==> src/rtl/marquee_pkg.sv <==
`default_nettype none
// ============================================================================
//  Module   : marquee_pkg
//  Purpose  : Shared constants for the "NTHUEE" seven-segment marquee:
//             active-low segment codes (bit7 = dp, 1 = off), the message
//             length, the sequencer state encoding, the message ROM lookup
//             and modulo-6 pointer arithmetic helpers.
//  Revision : 1.0  initial release
// ============================================================================
package marquee_pkg;

    // Active-low segment patterns; dp is always off.
    localparam logic [7:0] SS_N     = 8'hAB;
    localparam logic [7:0] SS_T     = 8'h87;
    localparam logic [7:0] SS_H     = 8'h89;
    localparam logic [7:0] SS_U     = 8'hC1;
    localparam logic [7:0] SS_E     = 8'h86;
    localparam logic [7:0] SS_BLANK = 8'hFF;

    localparam int         MSG_LEN  = 6;
    localparam logic [2:0] PTR_LAST = 3'(MSG_LEN - 1);

    typedef enum logic [1:0] {
        ST_SCROLL = 2'b00,
        ST_HOLD   = 2'b01,
        ST_BLINK  = 2'b10
    } state_t;

    // Message "nTHUEE", index 0..5. Out-of-range indices read blank.
    function automatic logic [7:0] msg_rom(input logic [2:0] idx);
        logic [7:0] code;
        case (idx)
            3'd0:    code = SS_N;
            3'd1:    code = SS_T;
            3'd2:    code = SS_H;
            3'd3:    code = SS_U;
            3'd4:    code = SS_E;
            3'd5:    code = SS_E;
            default: code = SS_BLANK;
        endcase
        return code;
    endfunction

    // (base + off) mod MSG_LEN for base, off in 0..MSG_LEN-1.
    function automatic logic [2:0] ptr_add(input logic [2:0] base,
                                           input logic [2:0] off);
        logic [3:0] sum;
        sum = {1'b0, base} + {1'b0, off};
        if (sum >= 4'(MSG_LEN)) begin
            sum = sum - 4'(MSG_LEN);
        end
        return sum[2:0];
    endfunction

    // One scroll step: left (+1) when dir = 0, right (-1) when dir = 1.
    function automatic logic [2:0] ptr_step(input logic [2:0] cur,
                                            input logic       dir_right);
        logic [2:0] nxt;
        if (dir_right) begin
            nxt = (cur == 3'd0) ? PTR_LAST : cur - 3'd1;
        end else begin
            nxt = (cur == PTR_LAST) ? 3'd0 : cur + 3'd1;
        end
        return nxt;
    endfunction

endpackage : marquee_pkg
`default_nettype wire

==> src/rtl/marquee_window.sv <==
`default_nettype none
// ============================================================================
//  Module   : marquee_window
//  Purpose  : Combinational 4-digit view into the message ring. digit3 shows
//             the character at i_ptr, each digit to the right shows the next
//             character. i_blank forces all four digits dark.
//  Ports    : i_ptr    [2:0]  message index shown on the leftmost digit
//             i_blank         1 = all digits off
//             o_digit3..o_digit0 [7:0]  active-low segment patterns
//  Revision : 1.0  initial release
// ============================================================================
module marquee_window
    import marquee_pkg::*;
(
    input  logic [2:0] i_ptr,
    input  logic       i_blank,
    output logic [7:0] o_digit3,
    output logic [7:0] o_digit2,
    output logic [7:0] o_digit1,
    output logic [7:0] o_digit0
);

    logic [7:0] w_digit [4];

    // Digit K shows message index (ptr + 3 - K) mod 6.
    for (genvar k = 0; k < 4; k++) begin : g_digit
        assign w_digit[k] = i_blank ? SS_BLANK
                                    : msg_rom(ptr_add(i_ptr, 3'(3 - k)));
    end

    assign o_digit3 = w_digit[3];
    assign o_digit2 = w_digit[2];
    assign o_digit1 = w_digit[1];
    assign o_digit0 = w_digit[0];

endmodule : marquee_window
`default_nettype wire

==> src/rtl/marquee_scroll_ctrl.sv <==
`default_nettype none
// ============================================================================
//  Module   : marquee_scroll_ctrl
//  Purpose  : SCROLL -> HOLD -> BLINK sequencer for the "NTHUEE" marquee on
//             the 1 Hz tick clock. Owns the scroll pointer, the hold and
//             blink counters and the blank flag; digit patterns are derived
//             combinationally from those registers.
//  Ports    : clk_1hz            1 Hz tick clock (posedge)
//             rst                asynchronous, active-low reset
//             run                1 = advance each edge, 0 = freeze
//             dir                0 = scroll left (+1), 1 = scroll right (-1)
//             restart            synchronous return to ptr 0 / SCROLL
//             digit3..digit0     active-low segment patterns (digit3 left)
//             ptr    [2:0]       message index shown on digit3
//             state  [1:0]       00 SCROLL, 01 HOLD, 10 BLINK
//             wrap               one-cycle pulse when scrolling lands on 0
//  Revision : 1.0  initial release
// ============================================================================
module marquee_scroll_ctrl
    import marquee_pkg::*;
#(
    parameter int HOLD_SEC  = 2,   // 1..15
    parameter int BLINK_CNT = 2    // 0..7, 0 skips BLINK
) (
    input  logic       clk_1hz,
    input  logic       rst,
    input  logic       run,
    input  logic       dir,
    input  logic       restart,
    output logic [7:0] digit3,
    output logic [7:0] digit2,
    output logic [7:0] digit1,
    output logic [7:0] digit0,
    output logic [2:0] ptr,
    output logic [1:0] state,
    output logic       wrap
);

    localparam logic [3:0] C_HOLD_TARGET  = 4'(HOLD_SEC);
    localparam logic [3:0] C_BLINK_TARGET = 4'(2 * BLINK_CNT);
    localparam bit         C_SKIP_BLINK   = (BLINK_CNT == 0);

    state_t     r_state;
    logic [2:0] r_ptr;
    logic [3:0] r_hold_cnt;
    logic [3:0] r_blink_cnt;
    logic       r_blank;
    logic       r_wrap;

    logic [2:0] w_ptr_next;
    logic [3:0] w_hold_inc;
    logic [3:0] w_blink_inc;

    assign w_ptr_next  = ptr_step(r_ptr, dir);
    assign w_hold_inc  = r_hold_cnt + 4'd1;
    assign w_blink_inc = r_blink_cnt + 4'd1;

    always_ff @(posedge clk_1hz or negedge rst) begin
        if (!rst) begin
            r_state     <= ST_SCROLL;
            r_ptr       <= 3'd0;
            r_hold_cnt  <= 4'd0;
            r_blink_cnt <= 4'd0;
            r_blank     <= 1'b0;
            r_wrap      <= 1'b0;
        end else if (restart) begin
            r_state     <= ST_SCROLL;
            r_ptr       <= 3'd0;
            r_hold_cnt  <= 4'd0;
            r_blink_cnt <= 4'd0;
            r_blank     <= 1'b0;
            r_wrap      <= 1'b0;
        end else if (!run) begin
            // Frozen: only the wrap pulse is allowed to drop.
            r_wrap <= 1'b0;
        end else begin
            r_wrap <= 1'b0;
            case (r_state)
                ST_SCROLL: begin
                    r_ptr <= w_ptr_next;
                    // Landing on 0 completes a revolution; leaving 0 to the
                    // right (0 -> 5) does not.
                    if (w_ptr_next == 3'd0) begin
                        r_wrap     <= 1'b1;
                        r_state    <= ST_HOLD;
                        r_hold_cnt <= 4'd0;
                    end
                end
                ST_HOLD: begin
                    if (w_hold_inc == C_HOLD_TARGET) begin
                        r_hold_cnt <= 4'd0;
                        r_state    <= C_SKIP_BLINK ? ST_SCROLL : ST_BLINK;
                    end else begin
                        r_hold_cnt <= w_hold_inc;
                    end
                end
                ST_BLINK: begin
                    // The final edge of an even toggle count lands on
                    // visible; forcing 0 here keeps that explicit.
                    if (w_blink_inc == C_BLINK_TARGET) begin
                        r_blink_cnt <= 4'd0;
                        r_blank     <= 1'b0;
                        r_state     <= ST_SCROLL;
                    end else begin
                        r_blink_cnt <= w_blink_inc;
                        r_blank     <= ~r_blank;
                    end
                end
                default: begin
                    r_state <= ST_SCROLL;
                end
            endcase
        end
    end

    marquee_window u_window (
        .i_ptr    (r_ptr),
        .i_blank  (r_blank),
        .o_digit3 (digit3),
        .o_digit2 (digit2),
        .o_digit1 (digit1),
        .o_digit0 (digit0)
    );

    assign ptr   = r_ptr;
    assign state = r_state;
    assign wrap  = r_wrap;

endmodule : marquee_scroll_ctrl
`default_nettype wire
==> config.mk <==
export PLATFORM = sky130hd
export DESIGN_NAME = marquee_scroll_ctrl
export DESIGN_NICKNAME = d
export VERILOG_FILES = /design/src/rtl/marquee_pkg.sv /design/src/rtl/marquee_window.sv /design/src/rtl/marquee_scroll_ctrl.sv
export SDC_FILE = /design/constraint.sdc
export NUM_CORES = 1
export LEC_CHECK = 0
export CAP_MARGIN = 20
export CELL_PAD_IN_SITES_DETAIL_PLACEMENT = 1
export CELL_PAD_IN_SITES_GLOBAL_PLACEMENT = 2
export CORE_MARGIN = 8
export CORE_UTILIZATION = 28
export CTS_BUF_LIST = sky130_fd_sc_hd__clkbuf_8
export DETAILED_ROUTE_END_ITERATION = 8
export PLACE_DENSITY_LB_ADDON = 0.15
export SLEW_MARGIN = 20
export SYNTH_ARGS = -nofsm -noshare
export SYNTH_HDL_FRONTEND = slang
export SYNTH_SLANG_ARGS = --single-unit
==> constraint.sdc <==
create_clock -name clk_1hz -period 3.05 [get_ports clk_1hz]
set_input_delay 0.61 -clock clk_1hz [delete_from_list [all_inputs] [get_ports clk_1hz]]
set_output_delay 0.61 -clock clk_1hz [all_outputs]
set_load 0.02 [all_outputs]
# Word level (Yosys, flattened, before mapping)

Cells that the tools add are included.
W data, S select, Z words.

Flip-flop bits (word level): 15
Latch bits: 0
Bits in writable memories: 0
ROM bits: 0
Bits of input ports: 5
Output and inout port bits: 38
Word-level logic and storage cells: 110
Memories kept: 0

Add/sub/neg operators: 11
Multipliers: 0
Div/mod/pow operators: 0
Magnitude comparators: 4
Eq/ne operators: 28
Shift-type cells: 0
Multiplexer cells: 41
Bitwise operators: 1
Reduce and logical (&&, ||, !) cells: 19

Operators by type and width:

| kind                  | number |
|---|---|
| $pmux W7 S5           | 4 |
| $mux W4               | 8 |
| $mux W3               | 10 |
| $mux W7               | 4 |
| $eq A3 B3 Y1 const B  | 9 |
| $eq A3 B2 Y1 const B  | 8 |
| $logic_not A3 Y1      | 6 |
| $eq A3 B1 Y1 const B  | 4 |
| $ge A4 B3 Y1 const B  | 3 |
| $sub A3 B3 Y3 const B | 4 |
| $mux W2               | 5 |
| $ne A3 B3 Y1 const B  | 3 |
| $add A3 B2 Y4 const B | 2 |
| $add A4 B1 Y4 const B | 2 |
| $mux W1               | 8 |
| $pmux W4 S2           | 1 |
| $reduce_or A2 Y1      | 4 |
| $pmux W2 S3           | 1 |
| $reduce_bool A2 Y1    | 3 |
| $add A3 B1 Y4 const B | 1 |
| $eq A4 B2 Y1 const B  | 1 |
| $eq A4 B3 Y1 const B  | 1 |
| $reduce_and A2 Y1     | 2 |
| $reduce_and A4 Y1     | 1 |
| other kinds (9)       | 9 |

# Longest topological paths before layout

Depth in word-level cells: 8
Depth in mapped cells: 9
Depth with buffers taken out: 7

# By module

Synthesis repeated with hierarchy kept, for this count alone.

Cells, all modules: 216
Area, all modules: 1741.7 um2

By module, submodules not included:

| module              | instances | cells each | area each (um2) | seq. area each (um2) |
|---|---|---|---|---|
| marquee_scroll_ctrl | 1         | 110        | 1048.5          | 375.4 |
| marquee_window      | 1         | 106        | 693.2           | 0.0 |

# Worst setup path before layout

Ideal clock, no wire load.

Path type: register -> output
Start point: reg r_ptr[1], in the netlist ptr[1]
End point: out digit3[5]
Data arrival time: 2571 ps
Data required time: 2440 ps
Setup slack: -131 ps
Stages on the path, launching flop included: 8
Buffers on the path: 1
Cells stage by stage: dfrtp_1 > clkbuf_1 > inv_1 > ha_1 > nand2b_1 > o21ai_0 > or2_2 > and2_1

Word-level cells in the longest chain between the ends: 6
Elaborated cells between the ends (all ways): 12
Those cells by class: 1 x add/sub; 1 x order compare; 5 x eq/ne; 3 x mux; 2 x reduce/logical

Ends and longest elaborated chain:

| item                                          | line                                 | RTL |
|---|---|---|
| start: declaration                            | marquee_scroll_ctrl.sv:44            | `logic [2:0] r_ptr;` |
| start signal: assignment                      | marquee_scroll_ctrl.sv:80            | `r_ptr <= w_ptr_next;` |
| $sub A3 B3 Y3 or $ge A3 B3 Y1 (tied branches) | marquee_pkg.sv:50, marquee_pkg.sv:49 |  |
| $mux W3 *                                     | marquee_pkg.sv:49                    | `if (sum >= 4'(MSG_LEN)) begin` |
| $eq A3 B3 Y1                                  | marquee_pkg.sv:32                    | `case (idx)` |
| $reduce_or A2 Y1 (no source line)             | n/a                                  |  |
| $pmux W7 S5 *                                 | marquee_pkg.sv:32                    |  |
| $mux W7 *                                     | marquee_window.sv:27                 | `assign w_digit[k] = i_blank ? SS_BLANK` |
| end: declaration                              | marquee_scroll_ctrl.sv:30            | `output logic [7:0] digit3,` |

Every way passes the cells marked *; elsewhere a longest branch is shown, timed or not.

# Final worst setup path

Start point: reg r_ptr[0], in the netlist ptr[0]
End point: out digit0[1]

Word-level cells in the longest chain between the ends: 7
Elaborated cells between the ends (all ways): 13
Those cells by class: 2 x add/sub; 1 x order compare; 5 x eq/ne; 3 x mux; 2 x reduce/logical

Ends and longest elaborated chain:

| item                                          | line                                 | RTL |
|---|---|---|
| $add A3 B2 Y4 *                               | marquee_pkg.sv:48                    | `sum = {1'b0, base} + {1'b0, off};` |
| $ge A4 B3 Y1 or $sub A3 B3 Y3 (tied branches) | marquee_pkg.sv:49, marquee_pkg.sv:50 |  |
| $mux W3 *                                     | marquee_pkg.sv:49                    |  |
| $eq A3 B3 Y1                                  | marquee_pkg.sv:32                    |  |
| $reduce_or A2 Y1 (no source line)             | n/a                                  |  |
| $pmux W7 S5 *                                 | marquee_pkg.sv:32                    |  |
| $mux W7 *                                     | marquee_window.sv:27                 |  |
| end: declaration                              | marquee_scroll_ctrl.sv:33            | `output logic [7:0] digit0,` |

Marked as above.

==> run summary <==
Status: finished, final reports clean
Post-synth top area cell: dfrtp_1
Die area: 8650 µm²
Layout Nets: 280
Final wirelength: 4900 µm
GPL Wtd Cong: 0.737
Worst slew pin tran: 0.690 ns
Share of the yosys chip area belonging to registers: 22.6%
Final-report hold violation count: 0
Fin. max-slew vios: 0
Port Buffers: 38
Min cycle time layout: 3.01 ns
Post-synth top area share: 22.6%
Critical R2R Launch: ptr[0]
Reg clk slew, reported paths: 0.07 ns
Clock Skew: 0.00498 ns
Fin crit share: 98.6%
Synth warnings: 0
Mapped Cells: 216
Core area: 5820 µm²
Reg2reg end: r_hold_cnt[1]
Dpl cells: 331
H-Tree Depth: 1
CTS tree: built
Die Width: 93.0 µm
Critical path data required time: 2.44 ns
DR iter-0 viols: 44
Minimum hold slack: 0.583 ns
I/O pins: 43
Setup crit start: ptr[0]
CTS sink cnt: 15
MaxCap Viol Count: 0
GRT Util Overall: 11.7%
Cell Area, Synth: 1660 µm²
Hold/Removal Path Class: reg2reg
CP arrival: 2.40 ns
Critical Path Source Type: flop
Antenna violations before repair: 0
Hold wc startpoint: r_hold_cnt[3]
Cell count of the worst reg-to-reg path: 8
Worst VDD drop: 0.000204 V
Avg Cell Area, Syn: 7.69 µm²
Setup violations, final: 0
Root buffer cell: clkbuf_8
First-pass GRT wire length: 8440 µm
P_leak: 1.09 nW
GRT overflow: 0
Placement Rows: 28
Die height: 93.0 µm
Post-route ant nets: 0
Vias: 1644
Crit path kind: reg2out
RSZ-0062 raised after global routing: true
Post-synth ARST share: 100%
Vias in the first global route: 1701
Residual DRC: 0
Max Fclk: 0.332 GHz
CTS Buf Count: 3
Max transition margin: 53.8%
Ys flop type: dfrtp_1
Worst-path fanout max: 13
Vias/cell: 4.91
Largest net degree at the start of global routing: 21
Detail Placement HPWL: 3930 µm
Hold-critical path depth: 1
Setup crit end kind: output port
WHS Endpoint: r_hold_cnt[3]
ANT cells: 0
Drt pass-1 iters: 4
Layout cell share with drive strength beyond 1: 14.6%
Worst R2R Setup Slack: 0.61 ns
Starting Density: 28.5%
Power per cell area: 416 nW/µm²
EDFF count, synth: 0
Post-synthesis cell type count: 47
Clock Latency Late Sink: 0.25 ns
Flops & latches, synth: 15
Routed WL per cell: 14.6 µm
Final std cells w/o fill: 335
Clock Path Buffers: 2
Hold-fix buffers at CTS: 0
Synth area leaders: dfrtp_1 (23%), ha_1 (11%), o21ai_0 (4.8%), a21oi_1 (4.5%), nand2_1 (4.5%)
Layout overhead on the synthesized area: 37.5%
-- worst max path at each step --
stage                     end  slack (ns)
floorplan           digit0[6]        0.05
global placement    digit0[5]        0.13
detailed placement  digit0[5]        0.11
CTS                 digit0[5]       -0.05
global route        digit0[3]       -0.08
finish              digit0[1]        0.04
-- flip-flops by register name (all words and copies together) (netlist names) --
name / count
state: 2
ptr: 3
r_hold_cnt: 4
r_blank: 1
r_blink_cnt: 4
wrap: 1
-- kinds of logic after synthesis --
kind of cell    Yosys count  share of synthesized area [%]
xor+xnor                  9                           4.75
flops                    15                           22.6
mux                       5                           3.39
simple gates             86                           26.4
buf+inv                  28                           8.52
fa+ha+maj                14                           10.6
compound gates           58                           23.6
other cells               1                          0.226
-- stage by stage --
| stage | util [%] | TNS, ns | area (µm²) | power (W) | setup slack, ns |
|---|---|---|---|---|---|
| after global routing | 39.2 | -0.214 | 2280 | 0.00101 | -0.0750 |
| after CTS | 38.6 | -0.0547 | 2250 | 0.000961 | -0.0547 |
| final | 39.2 | 0 | 2280 | 0.000948 | 0.0413 |
| after detailed placement | 37.5 | 0 | 2180 | 0.000794 | 0.113 |
| after global placement | 37.5 | 0 | 2180 | 0.000795 | 0.134 |
| after floorplan | - | 0 | 1680 | 0.000549 | 0.0452 |
-- worst max-delay path, cell delays in order (launching register included) --
cell and delay, ns:
dfrtp_1 0.42, inv_1 0.19, ha_2 0.38, buf_4 0.18, xnor2_1 0.11, or3_1 0.31, clkdlybuf4s50_1 0.54
-- metal layers --
layer	vias to the layer above	part of all wire (%)	routed length (µm)	GRT usage (%)
met3	4	3.9	189	2.32
met2	28	51	2510	21.7
li1	831	-	-	-
met1	781	44	2170	13.4
met5	-	0	0	0
met4	0	0.51	25	2.42
-- cells in the final DEF (no fill, tap or decap), types with 2 or more instances in the layout --
master / synthesis / final
buf_4: 4 / 15
ha_1: 14 / 11
nand2b_1: 4 / 4
dlygate4sd2_1: 0 / 7
a211oi_1: 3 / 3
nor2b_1: 7 / 7
nor2_1: 19 / 19
mux2i_1: 3 / 3
a32o_1: 2 / 2
inv_1: 11 / 11
nand3b_1: 2 / 2
conb_1: 1 / 4
or3_1: 3 / 3
nor3_1: 9 / 9
nor3b_1: 2 / 2
a31oi_1: 3 / 3
and3b_1: 2 / 2
and2_1: 2 / 2
or2_2: 4 / 4
a21oi_1: 15 / 14
o21bai_1: 6 / 5
nand3_1: 8 / 8
xor2_1: 2 / 2
xnor2_1: 7 / 5
nand2_1: 20 / 20
o21ai_1: 0 / 2
o21ai_0: 16 / 14
dlymetal6s2s_1: 0 / 9
o2bb2ai_1: 3 / 3
ha_2: 0 / 3
clkbuf_8: 0 / 3
clkdlybuf4s50_1: 0 / 22
dfrtp_1: 15 / 15
-- layout make-up --
type	instances	area (µm²)
Fill cell	722	3530
Inverter	11	41.3
Clock buffer	3	41.3
Tap cell	75	93.8
Timing Repair Buffer	54	527
Clock inverter	1	7.51
Multi-Input combinational cell	176	1200
Sequential cell	15	375
-- Yosys cell counts (4+ instances only) --
| library cell | n |
|---|---|
| o21bai_1 | 6 |
| nor2_1 | 19 |
| a21oi_1 | 15 |
| nand2b_1 | 4 |
| buf_4 | 4 |
| or2_2 | 4 |
| nand2_1 | 20 |
| nor3_1 | 9 |
| nand3_1 | 8 |
| dfrtp_1 | 15 |
| ha_1 | 14 |
| xnor2_1 | 7 |
| o21ai_0 | 16 |
| inv_1 | 11 |
| clkbuf_1 | 5 |
| nor2b_1 | 7 |
| buf_2 | 5 |
-- timing repair --
item	4_1_cts	5_1_grt
endpoints found under the setup margin	17	14
gates resized for setup	12	11
setup buffers	0	0
-- report_power, final --
| part | internal (W) | switching (W) | leakage [nW] |
|---|---|---|---|
| registers | 0.000205 | 0.00000708 | 0.207 |
| clock network | 0.0000919 | 0.0000779 | 0.0217 |
| logic | 0.000256 | 0.000311 | 0.857 |
Power figures use the tool's default switching activity.
